### src/rtl/sprite_blitter.sv
`timescale 1ns/1ps
// sprite_blitter: copies one sprite (up to 64x64) from a sprite ROM into the
// 320x240 frame buffer during vertical blank, with horizontal mirroring,
// chroma-key transparency and clipping at the buffer edges.
//
// Ports:
//   clk, reset_n          clock, synchronous active-low reset
//   start                 blit request, sampled only when idle
//   src_base              ROM address of sprite pixel (0,0), row-major
//   spr_w, spr_h          sprite size, 0..64
//   dst_x, dst_y          signed 10-bit position of the sprite's top-left corner
//   flip_h                mirror the sprite horizontally
//   vblank                vertical blanking interval
//   src_en/src_addr       ROM read request; src_data arrives one cycle later
//   fb_we/fb_addr/fb_data frame buffer write, held until fb_ready
//   busy, done            blit in progress, one-cycle completion pulse
module sprite_blitter #(
   parameter int unsigned            VBUF_W     = 320,
   parameter int unsigned            VBUF_H     = 240,
   parameter int unsigned            ADDR_WIDTH = 17,
   parameter int unsigned            DATA_WIDTH = 12,
   parameter logic [DATA_WIDTH-1:0]  KEY_COLOR  = DATA_WIDTH'(12'h0f0)
) (
   input  logic                  clk,
   input  logic                  reset_n,
   input  logic                  start,
   input  logic [ADDR_WIDTH-1:0] src_base,
   input  logic [6:0]            spr_w,
   input  logic [6:0]            spr_h,
   input  logic [9:0]            dst_x,
   input  logic [9:0]            dst_y,
   input  logic                  flip_h,
   input  logic                  vblank,
   output logic                  src_en,
   output logic [ADDR_WIDTH-1:0] src_addr,
   input  logic [DATA_WIDTH-1:0] src_data,
   output logic                  fb_we,
   output logic [ADDR_WIDTH-1:0] fb_addr,
   output logic [DATA_WIDTH-1:0] fb_data,
   input  logic                  fb_ready,
   output logic                  busy,
   output logic                  done
);

   localparam int unsigned CNT_W  = 7;
   localparam int unsigned POS_W  = 10;
   localparam int unsigned SPOS_W = 11;

   localparam logic [2:0] IDLE    = 3'd0;
   localparam logic [2:0] WAIT_VB = 3'd1;
   localparam logic [2:0] FETCH   = 3'd2;
   localparam logic [2:0] LOAD    = 3'd3;
   localparam logic [2:0] WRITE   = 3'd4;
   localparam logic [2:0] DONE    = 3'd5;

   logic [2:0]            state, state_nxt;
   logic [CNT_W-1:0]      cx, cx_nxt, cy, cy_nxt;
   logic [ADDR_WIDTH-1:0] base_r, base_nxt;
   logic [CNT_W-1:0]      w_r, w_nxt, h_r, h_nxt;
   logic [POS_W-1:0]      dx_r, dx_nxt, dy_r, dy_nxt;
   logic                  flip_r, flip_nxt;

   logic                  src_en_nxt, fb_we_nxt, busy_nxt, done_nxt;
   logic [ADDR_WIDTH-1:0] src_addr_nxt, fb_addr_nxt;
   logic [DATA_WIDTH-1:0] fb_data_nxt;

   logic                  advance, last_pix, skip;
   logic [CNT_W-1:0]      col;
   logic [SPOS_W-1:0]     px, py;
   logic [ADDR_WIDTH-1:0] pix_addr;

   // Screen position of the current pixel: sign-extended origin plus counter.
   assign px = {dx_r[POS_W-1], dx_r} + {4'b0000, cx};
   assign py = {dy_r[POS_W-1], dy_r} + {4'b0000, cy};

   // Negative positions show up as a set sign bit; the upper bound is unsigned.
   assign skip = (src_data == KEY_COLOR)
               || px[SPOS_W-1] || (px[POS_W-1:0] >= POS_W'(VBUF_W))
               || py[SPOS_W-1] || (py[POS_W-1:0] >= POS_W'(VBUF_H));

   assign pix_addr = ADDR_WIDTH'(py[POS_W-1:0]) * ADDR_WIDTH'(VBUF_W)
                   + ADDR_WIDTH'(px[POS_W-1:0]);

   assign last_pix = (cx == w_r - 7'd1) && (cy == h_r - 7'd1);

   // State and registered outputs.
   always_ff @(posedge clk) begin
      if (!reset_n) begin
         state    <= IDLE;
         cx       <= '0;
         cy       <= '0;
         base_r   <= '0;
         w_r      <= '0;
         h_r      <= '0;
         dx_r     <= '0;
         dy_r     <= '0;
         flip_r   <= 1'b0;
         src_en   <= 1'b0;
         src_addr <= '0;
         fb_we    <= 1'b0;
         fb_addr  <= '0;
         fb_data  <= '0;
         busy     <= 1'b0;
         done     <= 1'b0;
      end else begin
         state    <= state_nxt;
         cx       <= cx_nxt;
         cy       <= cy_nxt;
         base_r   <= base_nxt;
         w_r      <= w_nxt;
         h_r      <= h_nxt;
         dx_r     <= dx_nxt;
         dy_r     <= dy_nxt;
         flip_r   <= flip_nxt;
         src_en   <= src_en_nxt;
         src_addr <= src_addr_nxt;
         fb_we    <= fb_we_nxt;
         fb_addr  <= fb_addr_nxt;
         fb_data  <= fb_data_nxt;
         busy     <= busy_nxt;
         done     <= done_nxt;
      end
   end

   // Next state, counters and next values of the registered outputs.
   always_comb begin
      state_nxt    = state;
      cx_nxt       = cx;
      cy_nxt       = cy;
      base_nxt     = base_r;
      w_nxt        = w_r;
      h_nxt        = h_r;
      dx_nxt       = dx_r;
      dy_nxt       = dy_r;
      flip_nxt     = flip_r;
      src_addr_nxt = src_addr;
      fb_addr_nxt  = fb_addr;
      fb_data_nxt  = fb_data;
      advance      = 1'b0;
      col          = '0;

      case (state)
         IDLE: begin
            if (start) begin
               base_nxt  = src_base;
               w_nxt     = spr_w;
               h_nxt     = spr_h;
               dx_nxt    = dst_x;
               dy_nxt    = dst_y;
               flip_nxt  = flip_h;
               cx_nxt    = '0;
               cy_nxt    = '0;
               state_nxt = ((spr_w == '0) || (spr_h == '0)) ? DONE : WAIT_VB;
            end
         end
         WAIT_VB: if (vblank) state_nxt = FETCH;
         FETCH:   state_nxt = LOAD;
         LOAD: begin
            if (skip) begin
               advance = 1'b1;
            end else begin
               fb_addr_nxt = pix_addr;
               fb_data_nxt = src_data;
               state_nxt   = WRITE;
            end
         end
         WRITE: if (fb_ready) advance = 1'b1;
         DONE:  state_nxt = IDLE;
         default: state_nxt = IDLE;
      endcase

      // Row-major scan: wrap cx at the sprite width and step to the next row.
      if (advance) begin
         if (last_pix) begin
            state_nxt = DONE;
         end else begin
            state_nxt = FETCH;
            if (cx == w_r - 7'd1) begin
               cx_nxt = '0;
               cy_nxt = cy + 7'd1;
            end else begin
               cx_nxt = cx + 7'd1;
            end
         end
      end

      // ROM address for the pixel about to be fetched, mirrored if requested.
      if (state_nxt == FETCH) begin
         col          = flip_r ? (w_r - 7'd1 - cx_nxt) : cx_nxt;
         src_addr_nxt = base_r + ADDR_WIDTH'(cy_nxt) * ADDR_WIDTH'(w_r)
                      + ADDR_WIDTH'(col);
      end

      src_en_nxt = (state_nxt == FETCH);
      fb_we_nxt  = (state_nxt == WRITE);
      done_nxt   = (state_nxt == DONE);
      busy_nxt   = (state_nxt == WAIT_VB) || (state_nxt == FETCH)
                || (state_nxt == LOAD)    || (state_nxt == WRITE);
   end

endmodule

### config.mk
export PLATFORM = sky130hd
export DESIGN_NAME = sprite_blitter
export DESIGN_NICKNAME = d
export VERILOG_FILES = /design/src/rtl/sprite_blitter.sv
export SDC_FILE = /design/constraint.sdc
export NUM_CORES = 1
export LEC_CHECK = 0
export BUFFER_PORTS_ARGS = -buffer_cell sky130_fd_sc_hd__buf_2
export CORE_MARGIN = 2
export CORE_UTILIZATION = 50
export DETAILED_ROUTE_END_ITERATION = 8
export PLACE_DENSITY = 0.7
export SETUP_SLACK_MARGIN = 0.05
export SYNTH_ARGS = -nofsm -noshare
export SYNTH_HDL_FRONTEND = slang
export SYNTH_SLANG_ARGS = --single-unit
### constraint.sdc
create_clock -name clk -period 11.1 [get_ports clk]
set_clock_uncertainty 0.05 [all_clocks]
set_input_delay 2.22 -clock clk [delete_from_list [all_inputs] [get_ports clk]]
set_output_delay 2.22 -clock clk [all_outputs]
set_load 0.01 [all_outputs]
==> results.cfg <==
[clocking]
cts_tree = built
insertion_delay_ns = 0.43
cts.reportedPaths.clkPinSlew_ns = 0.06
postCtsHoldBufs = 0
cts.repair.resized = 0
cts-htree-levels = 4
cts-root-buf = clkbuf_16
clockBufferDepth = 2
tritoncts.num_buffers = 17
clock_sinks = 119
cts_setup_buffers = 0

[worst_setup_path]
worstPathMaxFanout = 14
crit-reg2reg-launch = cx[0]$_SDFF_PN0_
data_arrival_critical_path_ns = 10.14
crit_slowest_cell = a2111oi_0
path_common_cell = fa_1
reg2reg_depth = 35
setup.worst_path.start_class = primary input
endpoint_kind = flop
rrSetupSlack_ns = 1.72
setup.worst_path.class = in2reg
critical_path.endpoint = src_addr[16]$_SDFFE_PN0P_
worst_r2r_endpoint = src_addr[16]$_SDFFE_PN0P_
worst_path_largest_cell_delay_ns = 0.72
worst_ep_required_time_ns = 11.33
critical_path.startpoint = src_data[4]

[worst_hold_path]
type_of_the_worst_min_delay_path = reg2reg

[place]
place.port_buffers = 118
post-place-ws_ns = 0.894
place.detailed.hpwl_um = 16900
globalplace.congestion = 0.910

[cells_and_area]
final_nets = 1411
layout-drive-gt1-share_pct = 15.4
syn_to_final_growth_pct = 12.7
diodes = 0

[yosys]
yosys-top-cells-count = nand2_1, dfxtp_1, inv_1
ys_async_sr_fraction_pct = 0
synth_edf_count = 0
ys.warnings.count = 0
yosys.area.top_type = dfxtp_1
post-synth-top-count-cell = nand2_1
ys_ff_latch = 119
synth-seq-area-share_pct = 25.3
synth-main-ff-cell = dfxtp_1
syn_inst = 1134
share_of_the_synthesized_area_in_the_top_cell_type_pct = 25.3
synth.cell_area_um2 = 9400
avgSynthCellArea_um2 = 8.29
netlist_top_cells_area = dfxtp_1, fa_1, ha_1
post_synth_num_cell_types = 83
synth_nets = 1330

[flow_run]
maxCapViolCount = 0

[pwr]
clock_power_share_pct = 42.8
internal_power_uw = 829
power_per_cell_area_nw_per_um2 = 114
power.share.combinational_pct = 18.4
share_seq_of_total_power_pct = 38.7
p_leak_nw = 4.83
netSwitchingFraction_pct = 31.4
ir_drop_mv = 0.106
switching_power_uw = 379

[sta]
final.setup.worst_slack_ns = 1.20
worst-slew-pin-transition_ns = 1.09
max_slew_margin_pct = 27.1
rsz0062_at_grt = no
max_clock_freq_mhz = 101
final.period_utilization_pct = 89.2
holdWs_ns = 0.398
report.final.hold_viol_count = 0
time_the_worst_path_needs_with_i_o_delays_and_setup_ns = 9.90
final-setup-viol-count = 0
slew_violations = 0
totalNegativeSetupSlack_ns = 0

[floorplanning]
core_area_um2 = 18600
design.portCount = 119
chipWidth_um = 141
starting_density_of_the_core_pct = 50.6
rows = 50
die_h_um = 141
dieArea_um2 = 19900

[detailed_routing]
first_pass_iters = 5
route.detailed.wl_per_inst_um = 15.3
drc_errors = 0
routed_wirelength_um = 22300
route.detailed.vias_per_inst = 5.51
number_of_routed_nets_with_antenna_violations = 0
dr.first_iter.drc_count = 429
dr_total_vias = 8053

[global_route]
first_global_vias = 7875
total_global_routing_track_utilization_pct = 23.3
met2_usage_pct = 39.9
gr-usage-met3_pct = 4.21
antenna_found_initial = 0
gr-total-overflow = 0
grt_max_degree = 78
gr-max-usage-layer = met2
met1_usage_pct = 29.3
wire_length_of_the_first_global_routing_pass_um = 37400

[run_status]
run_status = complete, no violations
[layer usage]
metal  routed length [µm]  share of wire (%)  up-vias
met2                10800                 48      209
met5                    0                  0        -
met1                 9840                 44     3777
met3                 1160                5.2       38
li1                     -                  -     4029
met4                  542                2.4        0
[final cells by class]
cell class	count	area, µm²
fill	1731	7980
clock buffer	17	425
sequential	119	2380
clock inverter	15	123
multi-input combinational	850	6350
inverter	105	395
timing repair buffer	122	633
tap	234	293
[cell usage in the layout, fill, tap and decap left out, drive strengths merged, types with 3 or more instances in the layout]
| cell type | Yosys | layout |
|---|---|---|
| nand2 | 160 | 160 |
| buf | 19 | 122 |
| dfxtp | 119 | 119 |
| inv | 105 | 109 |
| a21oi | 97 | 97 |
| ha | 78 | 78 |
| nor2 | 77 | 77 |
| fa | 49 | 49 |
| nand3 | 42 | 42 |
| xnor2 | 42 | 42 |
| mux2i | 30 | 30 |
| o21ai | 24 | 24 |
| a211oi | 22 | 22 |
| a31oi | 20 | 20 |
| xor2 | 19 | 19 |
| nor3 | 17 | 17 |
| clkbuf | 41 | 17 |
| a21o | 16 | 16 |
| nand2b | 16 | 16 |
| and2 | 14 | 14 |
| and3 | 12 | 12 |
| nor2b | 12 | 12 |
| clkinv | 0 | 9 |
| a31o | 8 | 8 |
| o21a | 8 | 8 |
| or2 | 8 | 8 |
| o31ai | 7 | 7 |
| o211ai | 7 | 7 |
| nor4 | 5 | 5 |
| or3 | 4 | 4 |
| or4 | 4 | 4 |
| nor3b | 4 | 4 |
| o21bai | 3 | 3 |
| a211o | 3 | 3 |
| o211a | 3 | 3 |
| xnor3 | 3 | 3 |
| nor4b | 3 | 3 |
| a2111oi | 3 | 3 |
[registers in the layout, summed over array words and instances (netlist names)]
signal and cells:
done 1, w_r 7, fb_we 1, fb_addr 17, h_r 7, flip_r 1, state 3, base_r 17
src_en 1, dx_r 10, cy 7, src_addr 17, dy_r 10, cx 7, fb_data 12, busy 1
[worst min path at each step]
stage	start	endpoint	slack, ns	cells after the start
2_1_floorplan	base_r[0]$_SDFFE_PN0P_	base_r[0]$_SDFFE_PN0P_	0.39	2
3_3_place_gp	src_addr[10]$_SDFFE_PN0P_	src_addr[10]$_SDFFE_PN0P_	0.39	2
3_5_place_dp	src_addr[14]$_SDFFE_PN0P_	src_addr[14]$_SDFFE_PN0P_	0.39	2
4_1_cts	src_addr[14]$_SDFFE_PN0P_	src_addr[14]$_SDFFE_PN0P_	0.40	2
5_1_grt	src_addr[14]$_SDFFE_PN0P_	src_addr[14]$_SDFFE_PN0P_	0.41	2
6_report	src_addr[14]$_SDFFE_PN0P_	src_addr[14]$_SDFFE_PN0P_	0.40	2
[logic make-up (layout without fill, tap and decap cells)]
kind of cell / count (synthesis) / after routing / synth area share, %
multiplexers: 30 / 30 / 3.27
AO/OA/AOI/OAI: 244 / 244 / 17.5
buffers and inverters: 165 / 259 / 7.29
flip-flops: 119 / 119 / 25.3
XOR/XNOR: 64 / 64 / 6.56
adder cells (fa/ha/maj): 127 / 127 / 20.8
AND/OR/NAND/NOR: 385 / 385 / 19.2
[critical path, delay by kind of cell]
family                     cells  cell delay [ns]
xor gates and xnor gates       2             0.25
adders and majority gates      6             2.56
buffers and inverters          4             0.26
AOI/OAI and AO/OA             15             3.85
muxes                          1             0.12
and+or+nand+nor                5             0.84
[through the flow]
| stage | util (%) | total power, mW | instance area (µm²) | std cells |
|---|---|---|---|---|
| 6_report | 57.0 | 1.21 | 10600 | 1462 |
| 3_3_place_gp | 54.1 | 0.694 | 10100 | 1430 |
| 4_1_cts | 57.0 | 1.22 | 10600 | 1462 |
| 5_1_grt | 57.0 | 1.27 | 10600 | 1462 |
| 2_1_floorplan | - | 0.642 | 9400 | 1134 |
| 3_5_place_dp | 54.1 | 0.699 | 10100 | 1430 |
[power by group through the flow]
stage          Combinational [mW]  Sequential [mW]  Clock [mW]
6_report                    0.222            0.468       0.517
3_3_place_gp                0.218            0.476           0
5_1_grt                     0.252            0.471       0.546
3_5_place_dp                0.222            0.477           0
2_1_floorplan               0.176            0.466           0
4_1_cts                     0.224            0.467       0.527
(Power assumes the default switching activity.)
